$ cat config.mk
export PLATFORM = sky130hd
export DESIGN_NAME = sw_debouncer
export DESIGN_NICKNAME = d
export VERILOG_FILES = /design/src/rtl/sw_debouncer.sv
export SDC_FILE = /design/constraint.sdc
export NUM_CORES = 1
export LEC_CHECK = 0
export BUFFER_PORTS_ARGS = -buffer_cell sky130_fd_sc_hd__buf_2
export CAP_MARGIN = 20
export CORE_UTILIZATION = 45
export CTS_CLUSTER_SIZE = 24
export DETAILED_ROUTE_END_ITERATION = 8
export GPL_ROUTABILITY_DRIVEN = 1
export PLACE_DENSITY_LB_ADDON = 0.12
export SLEW_MARGIN = 20
export SYNTH_ARGS = -nofsm -noshare
export SYNTH_HDL_FRONTEND = slang
export SYNTH_SLANG_ARGS = --single-unit
$ cat constraint.sdc
create_clock -name clk -period 4.85 [get_ports clk]
set_clock_uncertainty 0.2 [all_clocks]
set_input_delay 0.485 -clock clk [delete_from_list [all_inputs] [get_ports clk]]
set_output_delay 0.485 -clock clk [all_outputs]
set_load 0.02 [all_outputs]
$ cat src/rtl/sw_debouncer.sv
// Switch/button input conditioning: two-flop synchroniser plus per-bit debounce
// counter, with registered rise/fall strobes and sticky, software-clearable event flags.
module sw_debouncer #(
  parameter int unsigned WIDTH         = 8,
  parameter int unsigned STABLE_CYCLES = 250000
) (
  input  logic             clk,
  input  logic             reset,
  input  logic [WIDTH-1:0] sw_raw_i,
  output logic [WIDTH-1:0] sw_o,
  output logic [WIDTH-1:0] rise_o,
  output logic [WIDTH-1:0] fall_o,
  output logic [WIDTH-1:0] event_o,
  input  logic [WIDTH-1:0] event_clr_i,
  output logic             any_event_o
);

  localparam int unsigned      CNT_W   = $clog2(STABLE_CYCLES);
  localparam logic [CNT_W-1:0] CNT_MAX = CNT_W'(STABLE_CYCLES - 1);

  logic [WIDTH-1:0]            s1_q, s2_q;
  logic [WIDTH-1:0][CNT_W-1:0] cnt_q, cnt_d;
  logic [WIDTH-1:0]            sw_q, sw_d;
  logic [WIDTH-1:0]            rise_q, rise_d;
  logic [WIDTH-1:0]            fall_q, fall_d;
  logic [WIDTH-1:0]            event_q, event_d;
  logic                        any_q, any_d;

  // Per-bit debounce: a bit must disagree with sw_q for STABLE_CYCLES edges in a row
  always_comb begin
    sw_d  = sw_q;
    cnt_d = cnt_q;
    for (int i = 0; i < int'(WIDTH); i++) begin
      if (s2_q[i] == sw_q[i]) begin
        cnt_d[i] = '0;
      end else if (cnt_q[i] == CNT_MAX) begin
        sw_d[i]  = s2_q[i];
        cnt_d[i] = '0;
      end else begin
        cnt_d[i] = cnt_q[i] + CNT_W'(1);
      end
    end
    rise_d  = sw_d & ~sw_q;
    fall_d  = ~sw_d & sw_q;
    // A transition in the same cycle as a clear keeps the flag set
    event_d = (event_q & ~event_clr_i) | rise_d | fall_d;
    any_d   = |event_d;
  end

  always_ff @(posedge clk or negedge reset) begin
    if (!reset) begin
      s1_q    <= '0;
      s2_q    <= '0;
      cnt_q   <= '0;
      sw_q    <= '0;
      rise_q  <= '0;
      fall_q  <= '0;
      event_q <= '0;
      any_q   <= 1'b0;
    end else begin
      s1_q    <= sw_raw_i;
      s2_q    <= s1_q;
      cnt_q   <= cnt_d;
      sw_q    <= sw_d;
      rise_q  <= rise_d;
      fall_q  <= fall_d;
      event_q <= event_d;
      any_q   <= any_d;
    end
  end

  assign sw_o        = sw_q;
  assign rise_o      = rise_q;
  assign fall_o      = fall_q;
  assign event_o     = event_q;
  assign any_event_o = any_q;

endmodule

* Word-level counts from Yosys, hierarchy flattened
Index checks and enable logic that the tools add are counted. W data, S select, Z words.
Operators by class: $add $sub $neg 8, multipliers 0, divide/modulo/power cells 0, $lt $le $gt $ge 0, equal/unequal tests 16, shifts and indexed selects 0, mux-type cells 32, bitwise logic cells 8, reductions and logical operators 1
Operators by type and width (number):
- $mux W18 | 16
- $add A18 B1 Y18 const B | 8
- $eq A18 B18 Y1 const B | 8
- $and A8 B8 Y8 | 3
- $not A8 Y8 | 3
- $mux W1 | 16
- $or A8 B8 Y8 | 2
- $eq A1 B1 Y1 | 8
- $reduce_or A8 Y1 | 1
Storage, ports and cells: bits in registers 193, bits in latches 0, RAM bits 0, ROM bits 0, input bits 18, output and inout port bits 33, word-level logic and storage cells 80, memories 0

* Logic depth before layout (Yosys ltp)
word-level depth 7, mapped depth 8, gate-level depth less buffers 6

* Least setup slack after synthesis
No wires, ideal clock.
path kind reg2reg, from reg cnt_q[36] (netlist name), to reg any_q (netlist: any_event_o), setup time 0.139 ns, data arrival time 1.894 ns, data required time 4.511 ns, setup slack 2.617 ns, cell stages (with the launch flop) 7, path buffers 0, period minus slack after synthesis 2.233 ns, cells stage by stage dfrtp_1 > ha_1 > and3_1 > nand3_1 > o32ai_1 > or4_1 > or4_1
On the way: word-level cells in the longest chain between the ends 7
RTL lines:
- from (decl) | line 22 | logic [WIDTH-1:0][CNT_W-1:0] cnt_q, cnt_d;
- from (signal assigned) | line 63 | cnt_q <= cnt_d;
- $eq A18 B18 Y1 * | line 36 | end else if (cnt_q[i] == CNT_MAX) begin
- $mux W1 * | line 36
- $mux W1 * | line 34 | if (s2_q[i] == sw_q[i]) begin
- $and A8 B8 Y8 / $not A8 Y8 (equally long branches) | line 43, 44
- $or A8 B8 Y8 / $and A8 B8 Y8 (equally long branches) | line 46, 44
- $or A8 B8 Y8 * | line 46 | event_d = (event_q & ~event_clr_i) | rise_d | fall_d;
- named net event_d[2] | line 26 | logic [WIDTH-1:0] event_q, event_d;
- $reduce_or A8 Y1 * | line 47 | any_d = |event_d;
- named net any_d | line 27 | logic any_q, any_d;
- to (signal assigned) | line 68 | any_q <= any_d;
- to (decl) | line 27
The timed path passes the listed nets; every way through them passes the cells marked *.

==> impl_metrics.ini <==
[route]
vias_per_cell = 5.05
vias = 5904
first_pass_iters = 4
drc = 0
wl_per_cell_um = 13.4
drtAntennaViolNets = 0
first_iter_violations = 308
drt-total-wl_um = 15600

[cts]
cts_tree = built
cts_hold_buffers = 8
insertion_delay_ns = 0.42
clock-sinks = 193
root_buffer = clkbuf_16
h-tree-depth = 4
cts_buffer_depth = 2
ctsResizeCount = 0
cts_made_buffers = 17
path_clk_slew_ns = 0.07
post_cts_buffers = 0

[grt]
grt_pass1_wl_um = 27500
grt_max_degree = 114
antenna_found_initial = 0
grt.total_usage_pct = 17.3
overflow = 0
grt_pass1_vias = 5864

[floorplan]
initial_core_util_pct = 46.3
core_mm2 = 0.0189
io_pins = 51
die_area_mm2 = 0.0200
rows = 50
die_x_um = 141
die_y_um = 141

[power]
power_switching_mw = 0.676
pwr-share-clk_pct = 44.5
seq_power_share_pct = 52.4
peakVddDrop_mv = 0.237
p_comb_share_pct = 3.1
p_per_area_mw_per_mm2 = 319
switching_share_pct = 21.5
total_power_mw = 3.15
intPower_mw = 2.48
cellLeakagePower_nw = 4.26

[worst_setup_path]
reg2reg_depth = 5
startpoint_type = register
r2r_start = cnt_q[116]
end_kind = register
cp.required_ns = 4.93
path_class = reg -> reg
arrival_ns = 2.45
crit_start = cnt_q[116]
worstPathMaxFanout = 18

[yosys]
synth_area_leaders = dfrtp_1 (55%), xnor2_1 (8.9%), nor2_1 (7.5%), xor2_1 (4.8%), nand3_1 (2.9%)
ys_seq_elements = 193
synth.most_common_cell = dfrtp_1
async_flop_share_pct = 100
yosysTopAreaCell = dfrtp_1
ys.flop_type = dfrtp_1
avgSynthCellArea_um2 = 10.4
synthCells = 837
synth_cell_types = 42
syn-num-nets = 863
synth_common_cells = dfrtp_1 (193), nor2_1 (174), xnor2_1 (89), nand2_1 (50), nand3_1 (50)
ys_seq_area_share_pct = 55.3
syn_area_mm2 = 0.00874
synth_top_area_share_pct = 55.3
synth-edff-count = 0
ys.warnings.count = 0

[sta]
period_share_pct = 49.0
fmax_mhz = 421
tns_ns = 0
drv_slew = 0
tightest_slew_ns = 0.911
rsz0062_at_grt = false
hold_viol = 9
layout_min_cycle_time_ns = 2.38
slew_headroom_pct = 39.3
finalSetupViolCount = 0
timing.hold.ws_ns = -0.0321

[cells_and_area]
fillers = 1706
drive_gt1_share_pct = 11.4
syn_to_final_growth_pct = 13.0
diodes = 0
nets = 922

[placed_design]
dp_hpwl_um = 10800
gp_congestion = 0.796
io_buffers = 50

[job]
drv_cap = 0

[run_status]
status = finished, violations left
violations = negative hold slack

[min_path]
hp-class = in -> async
## power by group through the flow
stage          clock network (mW)  registers, mW  logic (mW)
2_1_floorplan                   0           1.68      0.0513
3_3_place_gp                    0           1.68      0.0926
3_5_place_dp                    0           1.68      0.0961
4_1_cts                      1.45           1.65       0.102
5_1_grt                      1.51           1.66       0.115
6_report                     1.40           1.65      0.0964
## critical path, stage by stage, from the launching register on
cell and delay (ns):
dfrtp_1 0.42, or4b_1 0.52, nor3_1 0.18, nand4_1 0.24, nand2b_1 0.55, nor2_1 0.12
## state kept, by name (all words and copies together) (netlist names)
| name | flops |
|---|---|
| rise_o | 8 |
| s2_q | 8 |
| sw_o | 8 |
| cnt_q | 144 |
| any_event_o | 1 |
| fall_o | 8 |
| s1_q | 8 |
| event_o | 8 |
## kinds of logic after synthesis
family	Yosys count	synth area share [%]
compound gates	9	0.931
xor+xnor	137	13.7
fa+ha+maj	8	1.15
buf+inv	49	2.79
flops	193	55.3
mux	7	0.902
simple gates	434	25.2
## final cells by class
| class | instances | area [um2] | share of cell area [%] |
|---|---|---|---|
| Multi-Input combinational cell | 595 | 3660 | 37.1 |
| Clock buffer | 19 | 433 | 4.38 |
| Tap cell | 260 | 325 | 3.29 |
| Timing Repair Buffer | 60 | 354 | 3.58 |
| Clock inverter | 13 | 163 | 1.65 |
| Sequential cell | 193 | 4830 | 48.9 |
| Inverter | 29 | 109 | 1.10 |
## per-layer routing
layer | share of wire (%) | global-route usage [%]
met5 | 0 | 0
met4 | 1.2 | 6.06
met3 | 2.6 | 3.98
met2 | 47 | 27.7
met1 | 49 | 23.2
## layout by cell type (no fill, tap or decap), types with 3 or more instances in the layout
| cell type | n |
|---|---|
| nor3_1 | 21 |
| mux2_2 | 7 |
| nor2b_1 | 3 |
| buf_2 | 49 |
| and3_1 | 25 |
| ha_1 | 8 |
| clkinv_2 | 3 |
| nand2_1 | 50 |
| nor4b_1 | 5 |
| nand4_1 | 25 |
| xnor2_1 | 89 |
| xor2_1 | 48 |
| inv_1 | 29 |
| nand2b_1 | 6 |
| clkinvlp_4 | 3 |
| or4_1 | 9 |
| dfrtp_1 | 193 |
| and4_1 | 9 |
| nand3_1 | 50 |
| and2_1 | 4 |
| clkinv_4 | 3 |
| nor3b_1 | 18 |
| clkbuf_16 | 17 |
| o32ai_1 | 3 |
| or2_2 | 4 |
| nor2_1 | 174 |
| dlygate4sd3_1 | 8 |
| or4b_1 | 4 |
| nor4_1 | 14 |
| bufinv_16 | 3 |
## path summary, 6_finish.rpt
check | endpoint | slack [ns]
hold reg to reg | s2_q[3] | 0.15
min in group clk | event_o[3] | 0.09
hold / removal | cnt_q[50] | -0.03
max in group asynchronous | cnt_q[118] | 3.33
setup reg to reg | cnt_q[116] | 2.47
setup / recovery | cnt_q[116] | 2.47
## per-stage QoR
step	setup slack (ns)	cells	utilization, %	area [um2]
after floorplan	2.62	837	-	8740
after global placement	2.50	1129	48.7	9200
after detailed placement	2.46	1129	48.7	9200
after CTS	2.45	1169	52.3	9880
after global routing	2.27	1169	52.3	9880
final	2.47	1169	52.3	9880
Note: power is estimated with default switching activity, not from simulation.
